File: src/rtl/mul_div_unit.sv
// Iterative multiply/divide unit with HI/LO result registers. MUL uses shift-add
// and DIV uses restoring shift-subtract, each retiring one bit per cycle.
module mul_div_unit #(
    parameter int WIDTH = 32
) (
    input  logic             clk,
    input  logic             rst,
    input  logic             flush,
    input  logic             start,
    input  logic [1:0]       op,
    input  logic [WIDTH-1:0] s_in,
    input  logic [WIDTH-1:0] t_in,
    input  logic             mt_hi,
    input  logic             mt_lo,
    input  logic [WIDTH-1:0] mt_data,
    output logic             busy,
    output logic             done,
    output logic             div_zero,
    output logic [WIDTH-1:0] hi,
    output logic [WIDTH-1:0] lo
);

    localparam int CW = $clog2(WIDTH) + 1;

    typedef enum logic [2:0] {IDLE, MUL, DIV, FIX, FIN} state_t;

    state_t             state_q, state_d;
    logic [2*WIDTH-1:0] acc_q, acc_d;
    logic [WIDTH-1:0]   m_q, m_d;
    logic [CW-1:0]      cnt_q, cnt_d;
    logic               is_div_q, is_div_d;
    logic               neg_q, neg_d;
    logic               rem_neg_q, rem_neg_d;
    logic               tz_q, tz_d;
    logic [WIDTH-1:0]   hi_q, hi_d;
    logic [WIDTH-1:0]   lo_q, lo_d;
    logic               div_zero_q, div_zero_d;

    logic               s_neg, t_neg;
    logic [WIDTH-1:0]   s_abs, t_abs;
    logic [WIDTH:0]     mul_sum;
    logic [WIDTH:0]     div_diff;
    logic [2*WIDTH-1:0] prod;
    logic [WIDTH-1:0]   quo, rem;

    always_comb begin
        state_d    = state_q;
        acc_d      = acc_q;
        m_d        = m_q;
        cnt_d      = cnt_q;
        is_div_d   = is_div_q;
        neg_d      = neg_q;
        rem_neg_d  = rem_neg_q;
        tz_d       = tz_q;
        hi_d       = hi_q;
        lo_d       = lo_q;
        div_zero_d = div_zero_q;

        s_neg    = op[0] & s_in[WIDTH-1];
        t_neg    = op[0] & t_in[WIDTH-1];
        s_abs    = s_neg ? -s_in : s_in;
        t_abs    = t_neg ? -t_in : t_in;
        mul_sum  = {1'b0, acc_q[2*WIDTH-1:WIDTH]} + {1'b0, m_q};
        div_diff = acc_q[2*WIDTH-1:WIDTH-1] - {1'b0, m_q};
        prod     = neg_q ? -acc_q : acc_q;
        quo      = acc_q[WIDTH-1:0];
        rem      = acc_q[2*WIDTH-1:WIDTH];

        case (state_q)
            IDLE: begin
                if (start && !flush) begin
                    state_d    = op[1] ? DIV : MUL;
                    acc_d      = {{WIDTH{1'b0}}, (op[1] ? s_abs : t_abs)};
                    m_d        = op[1] ? t_abs : s_abs;
                    cnt_d      = '0;
                    is_div_d   = op[1];
                    neg_d      = s_neg ^ t_neg;
                    rem_neg_d  = s_neg;
                    tz_d       = (t_in == '0);
                    div_zero_d = 1'b0;
                end else begin
                    if (mt_hi) hi_d = mt_data;
                    if (mt_lo) lo_d = mt_data;
                end
            end
            MUL: begin
                if (flush) begin
                    state_d = IDLE;
                end else begin
                    acc_d = acc_q[0] ? {mul_sum, acc_q[WIDTH-1:1]}
                                     : {1'b0, acc_q[2*WIDTH-1:1]};
                    cnt_d = cnt_q + 1'b1;
                    if (cnt_q == CW'(WIDTH - 1)) state_d = FIX;
                end
            end
            DIV: begin
                if (flush) begin
                    state_d = IDLE;
                end else begin
                    // A negative trial difference means the shifted remainder is kept.
                    acc_d = div_diff[WIDTH] ? {acc_q[2*WIDTH-2:0], 1'b0}
                                            : {div_diff[WIDTH-1:0], acc_q[WIDTH-2:0], 1'b1};
                    cnt_d = cnt_q + 1'b1;
                    if (cnt_q == CW'(WIDTH - 1)) state_d = FIX;
                end
            end
            FIX: begin
                state_d = IDLE;
                if (!flush) begin
                    state_d = FIN;
                    if (is_div_q) begin
                        hi_d       = rem_neg_q ? -rem : rem;
                        lo_d       = tz_q ? '1 : (neg_q ? -quo : quo);
                        div_zero_d = tz_q;
                    end else begin
                        {hi_d, lo_d} = prod;
                    end
                end
            end
            FIN: state_d = IDLE;
            default: state_d = IDLE;
        endcase
    end

    always_ff @(posedge clk) begin
        if (!rst) begin
            state_q    <= IDLE;
            acc_q      <= '0;
            m_q        <= '0;
            cnt_q      <= '0;
            is_div_q   <= 1'b0;
            neg_q      <= 1'b0;
            rem_neg_q  <= 1'b0;
            tz_q       <= 1'b0;
            hi_q       <= '0;
            lo_q       <= '0;
            div_zero_q <= 1'b0;
        end else begin
            state_q    <= state_d;
            acc_q      <= acc_d;
            m_q        <= m_d;
            cnt_q      <= cnt_d;
            is_div_q   <= is_div_d;
            neg_q      <= neg_d;
            rem_neg_q  <= rem_neg_d;
            tz_q       <= tz_d;
            hi_q       <= hi_d;
            lo_q       <= lo_d;
            div_zero_q <= div_zero_d;
        end
    end

    assign busy     = (state_q == MUL) || (state_q == DIV) || (state_q == FIX);
    assign done     = (state_q == FIN);
    assign div_zero = div_zero_q;
    assign hi       = hi_q;
    assign lo       = lo_q;

endmodule

File: config.mk
export PLATFORM = sky130hd
export DESIGN_NAME = mul_div_unit
export DESIGN_NICKNAME = d
export VERILOG_FILES = /design/src/rtl/mul_div_unit.sv
export SDC_FILE = /design/constraint.sdc
export NUM_CORES = 1
export LEC_CHECK = 0
export BUFFER_PORTS_ARGS = -buffer_cell sky130_fd_sc_hd__buf_4
export CAP_MARGIN = 5
export CORE_MARGIN = 3
export CORE_UTILIZATION = 61
export CTS_CLUSTER_DIAMETER = 40
export DETAILED_ROUTE_END_ITERATION = 8
export PLACE_DENSITY = 0.89
export RECOVER_POWER = 25
export SYNTH_ARGS = -nofsm -noshare
export SYNTH_HDL_FRONTEND = slang
export SYNTH_SLANG_ARGS = --single-unit
export TNS_END_PERCENT = 100
File: constraint.sdc
create_clock -name clk -period 3.8 [get_ports clk]
set_clock_uncertainty 0.05 [all_clocks]
set_input_delay 0.19 -clock clk [delete_from_list [all_inputs] [get_ports clk]]
set_output_delay 0.19 -clock clk [all_outputs]
set_load 0.05 [all_outputs]
* Yosys cells after proc, flatten, opt, wreduce, memory -nomap -nowiden
Index checks and enable logic that the tools add are counted.
Widths: inputs -> output; s select.
** Storage, ports and cells
- Input bits :: 104
- Output and inout port bits :: 67
- Register bits :: 174
** Operators by class
- Eq/ne operators :: 15
- Reduce and logical (&&, ||, !) cells :: 17
- Muxes and demuxes :: 37
- Bitwise gates (word level) :: 3
- Add/subtract/negate cells :: 8
** Operator list (number)
- $mux 32 :: 15
- $mux 64 :: 6
- $pmux 64 s3 :: 1
- $neg 32->32 :: 4
- $pmux 32 s2 :: 2
- $neg 64->64 :: 1
- $add 32x32->33 :: 1
- $sub 33x32->33 :: 1
- $logic_not 32->1 :: 1
- $ne 2x2->1 const B :: 9
- $reduce_and 4->1 :: 4
- $mux 3 :: 4
- $mux 6 :: 2
- $pmux 6 s2 :: 1
- $pmux 3 s3 :: 1
- $add 6x1->6 const B :: 1
- $eq 3x2->1 const B :: 2
- $eq 6x5->1 const B :: 1
- $reduce_and 2->1 :: 2
- $reduce_bool 2->1 :: 2
- $eq 3x1->1 const B :: 1
- $eq 3x3->1 const B :: 1
- $logic_not 3->1 :: 1
- $mux 1 :: 3
- other kinds (11) :: 13

* Logic depth before layout (Yosys ltp)
- Depth in word-level cells :: 6
- Mapped depth :: 15
- Mapped depth without buffers :: 14

* Worst setup path after synthesis
OpenSTA, ideal clock, no wires.
- Path kind :: reg-to-reg
- From :: reg acc_q[31]
- To :: reg acc_q[45]
- Period minus slack after synthesis :: 3189 ps
- Buffers on the path :: 0
- Arrival :: 3007 ps
- Slack :: 611 ps
- Stages on the path, launching flop included :: 15
- Data required time :: 3618 ps
- Cell sequence :: dfxtp_1 -> inv_1 -> ha_1 -> inv_1 -> fa_1 -> a211oi_1 -> o31ai_1 -> o21ai_0 -> a21oi_1 -> o21a_1 -> o21ai_0 -> a21oi_1 -> mux2_2 -> a21oi_1 -> a21oi_1
** Between the ends
- Word-level cells in the longest chain between the ends :: 4
** RTL lines
- from (decl) :: RTL line 28 : logic [2*WIDTH-1:0] acc_q, acc_d;
- from (signal assigned) :: RTL line 128 : acc_q <= '0;
- from (signal assigned) :: RTL line 140 : acc_q <= acc_d;
- $sub 33x32->33 :: RTL line 64 : div_diff = acc_q[2*WIDTH-1:WIDTH-1] - {1'b0, m_q};
- $mux 64 :: RTL line 101 : acc_d = div_diff[WIDTH] ? {acc_q[2*WIDTH-2:0], 1'b0}
- $mux 64 :: RTL line 97 : if (flush) begin
- $pmux 64 s3 :: RTL line 69 : case (state_q)
No other way between the ends. The select of a mux whose other input is x is not followed.
A chain may end at the register's enable or synchronous reset.

* Final worst setup path
- From :: reg m_q[26]
- To :: reg acc_q[50]
** Between the ends
- Word-level cells in the longest chain between the ends :: 4
** RTL lines
- from (decl) :: RTL line 29 : logic [WIDTH-1:0] m_q, m_d;
- from (signal assigned) :: RTL line 141 : m_q <= m_d;
- $sub 33x32->33 :: RTL line 64
- $mux 64 :: RTL line 101
- $mux 64 :: RTL line 97
- $pmux 64 s3 :: RTL line 69
No other way between the ends. The select of a mux whose other input is x is not followed.

==> results.md <==
- Final Hold Viols: 0
- Required @ worst endpoint: 4120 ps
- Syn_area_per_cell: 7.268 um^2
- Status: finished clean
- Post-synthesis sequential area ratio: between 20% and 30%
- Die height: 163.3 um
- Worst setup path start: m_q[26]$_SDFFE_PN0P_
- Endpoints failing setup: 0
- DP Worst Slack: 59.58 ps
- # IOs: between 150 and 200
- Critical R2R Capture: acc_q[50]$_SDFFE_PN0P_
- Antenna violations before repair: 0
- Worst-Margin Slew: around 1200 ps
- Hpwl dp: roughly 42,000 um
- Max-slew violations: 0
- Hold WS: 13.94 ps
- Met1 Wirelength: ~22,000 um
- Ys flop type: dfxtp_1
- Crit-path cells: inv_1, ha_1, and2_1, a221o_1, a211oi_1, o31ai_1, mux2i_2, o211ai_2, a2111oi_0, o21ai_0, a31oi_1
- Top sig layer: met4
- Largest net degree at the start of global routing: ~130
- NumNets Final: 2,362
- IO buf count: 170
- Layout area overhead: 14.07%
- CTS HTree Levels: 4
- Slowest cell on the critical path: o31ai_1
- Drt pass-1 iters: 9
- DRC viols: 0
- Util after Layout: 72.07%
- CTS tree: yes
- Total design power: 0.01226 W
- Fmax: 0.2778 GHz
- Ant diodes: 0
- Detailed Route Iter0 Violations: roughly 1,900
- Die area: between 20,000 and 30,000 um^2
- Unrepaired setup endpoints after global routing: no
- Clock slew at reported path FFs: 90 ps
- Hold Path Stages: 3
- Post-synth EDFFs: 0
- Asr flop ratio synth: 0%
- Cell taking the most area after synthesis: dfxtp_1
- Peak VDD IR: 0.0004350 V
- Tcrit/Tclk final: a little over nine tenths
- CTS Sinks: 174
- Row count: 56
- Reg2reg path depth: 11
- Vias per cell: 6.744
- Routability congestion estimate: between 1 and 1.5
- Clk_lat worst skew: 450 ps
- Clk root buf: clkbuf_16
- Setup TNS Final: 0 ps
- CP max FO: 5
- Commonest cells post-synth: 239 x nand2_1, 214 x o21ai_0, 193 x a21oi_1
- Worst-case clock buffer depth: 2
- DR WL/cell: 21.89 um
- Drt total wl: roughly 55,000 um
- Yosys reg bits: 174
- Synth cell types: 84
- Synth Warn #: 0
- Final WS setup: about 200 ps
- R2r setup slk: 200 ps
- Max-slew headroom at the worst pin: 17.34%
- Met2 WL: 24,990 um
- Final ANT Viol Nets: 0
- Critical path endpoint: acc_q[50]$_SDFFE_PN0P_
- Yosys top cell area share: approximately 23%
- First-pass GRT wire length: 83,740 um
- Share of post-route cells with drive strength above 1: 12.09%
- CP peak stage delay: approximately 530 ps
- Starting Density: 63.18%
- Filler instances: approximately 2,000
- Max cap viols: 0
- Cell count after synthesis: 2,077
- Tot GR Track Use: 39.73%
- PD cells: 712.1 nW/um^2
- Leak Pwr: 6.595 nW
- Syn nets: about 2,300
- Vias in the first global route: 15,586
- Core area: 23,890 um^2
- Routed wl met3: 5679 um
- Setup CP Type: reg2reg
- Hold Crit Class: in2reg
- Top cells by area, synth: dfxtp_1 23%, o21ai_0 7.1%, xnor2_1 6.4%
- RR Startpoint: m_q[26]$_SDFFE_PN0P_
- CTS buffer count: 17
- CP Capture Type: flip-flop
- Vias: roughly 17,000
- Cell with the most instances after synthesis: nand2_1
- Synth Cell Area: 15,100 um^2
- Die X: 163.3 um
- CP startpoint kind: flip-flop
- Total gr overflow: 0
- Final min period: around 3600 ps
- WP data arrival: between 3000 and 4000 ps
[per-layer routing]
layer	GRT usage [%]	vias up
li1	-	7818
met1	51.52	7913
met2	64.44	1034
met3	7.177	223
met4	18.03	0
met5	0	-
[metrics by stage]
step | std cells | cell area, um^2
after floorplan | 2077 | 15100
after global placement | 2483 | 16750
after detailed placement | 2483 | 16750
final | 2519 | 17220
after CTS | 2516 | 17400
after global routing | 2519 | 17220
[where the power goes]
group          switching (W)  internal (W)
clock               0.000984      0.000925
sequential          0.000498       0.00225
combinational        0.00495       0.00265
[logic make-up after synthesis]
family | after synthesis | synth area share (%)
AO/OA/AOI/OAI | 789 | 33.47
XOR/XNOR | 166 | 9.631
adder cells (fa/ha/maj) | 71 | 5.984
buffers and inverters | 215 | 5.578
flip-flops | 174 | 23.08
multiplexers | 26 | 1.757
AND/OR/NAND/NOR | 636 | 20.51
[layout make-up]
type / instances / area [um^2] / area share [%]
Multi-Input combinational cell: 1689 / 10840 / 62.92
Sequential cell: 174 / 3483 / 20.23
Timing Repair Buffer: 243 / 1627 / 9.446
Clock buffer: 17 / 425.4 / 2.470
Tap cell: 319 / 399.1 / 2.318
Inverter: 62 / 232.7 / 1.351
Clock inverter: 15 / 217.7 / 1.264
[placed cells by master, fill, tap and decap left out, types with 37 or more instances in the layout]
cell and count:
ha_1 69, a21oi_1 192, xnor2_1 111, dfxtp_1 174, inv_1 61, o21ai_0 213, nand3_1 39, a221oi_1 37
clkbuf_1 60, a21boi_0 52, xor2_1 55, nor2_1 153, o211ai_1 51, nand2_1 239, buf_4 180
[sequential cells by signal (all words and copies together), names as in the netlist]
signal     cells
rem_neg_q      1
lo            32
is_div_q       1
cnt_q          6
hi            32
state_q        3
div_zero       1
m_q           32
tz_q           1
neg_q          1
acc_q         64
[what timing repair did]
item                                    in CTS  in global routing
buffers inserted                             0                  2
endpoints found under the setup margin       0                 33
hold endpoints to repair                     1                  0
gates resized for setup                      0                  5
hold buffers                                 1                  0
[worst min path at each step]
stage	startpoint	end	slack (ps)
after detailed placement	hi[19]$_SDFFE_PN0P_	hi[19]$_SDFFE_PN0P_	390
after global placement	hi[30]$_SDFFE_PN0P_	hi[30]$_SDFFE_PN0P_	390
after CTS	mt_data[5]	hi[5]$_SDFFE_PN0P_	10
final	mt_data[5]	hi[5]$_SDFFE_PN0P_	10
after floorplan	mt_data[26]	hi[26]$_SDFFE_PN0P_	300
after global routing	mt_data[5]	hi[5]$_SDFFE_PN0P_	30
[worst max-delay path: cells and delay by family, from the launching register on]
family | cells | cell delay (ps)
buffers and inverters | 1 | 80
adder cells (fa/ha/maj) | 1 | 360
multiplexers | 1 | 480
AO/OA/AOI/OAI | 7 | 1920
AND/OR/NAND/NOR | 1 | 210
flip-flops | 1 | 420
No activity file was read; power rests on OpenSTA's default activity.
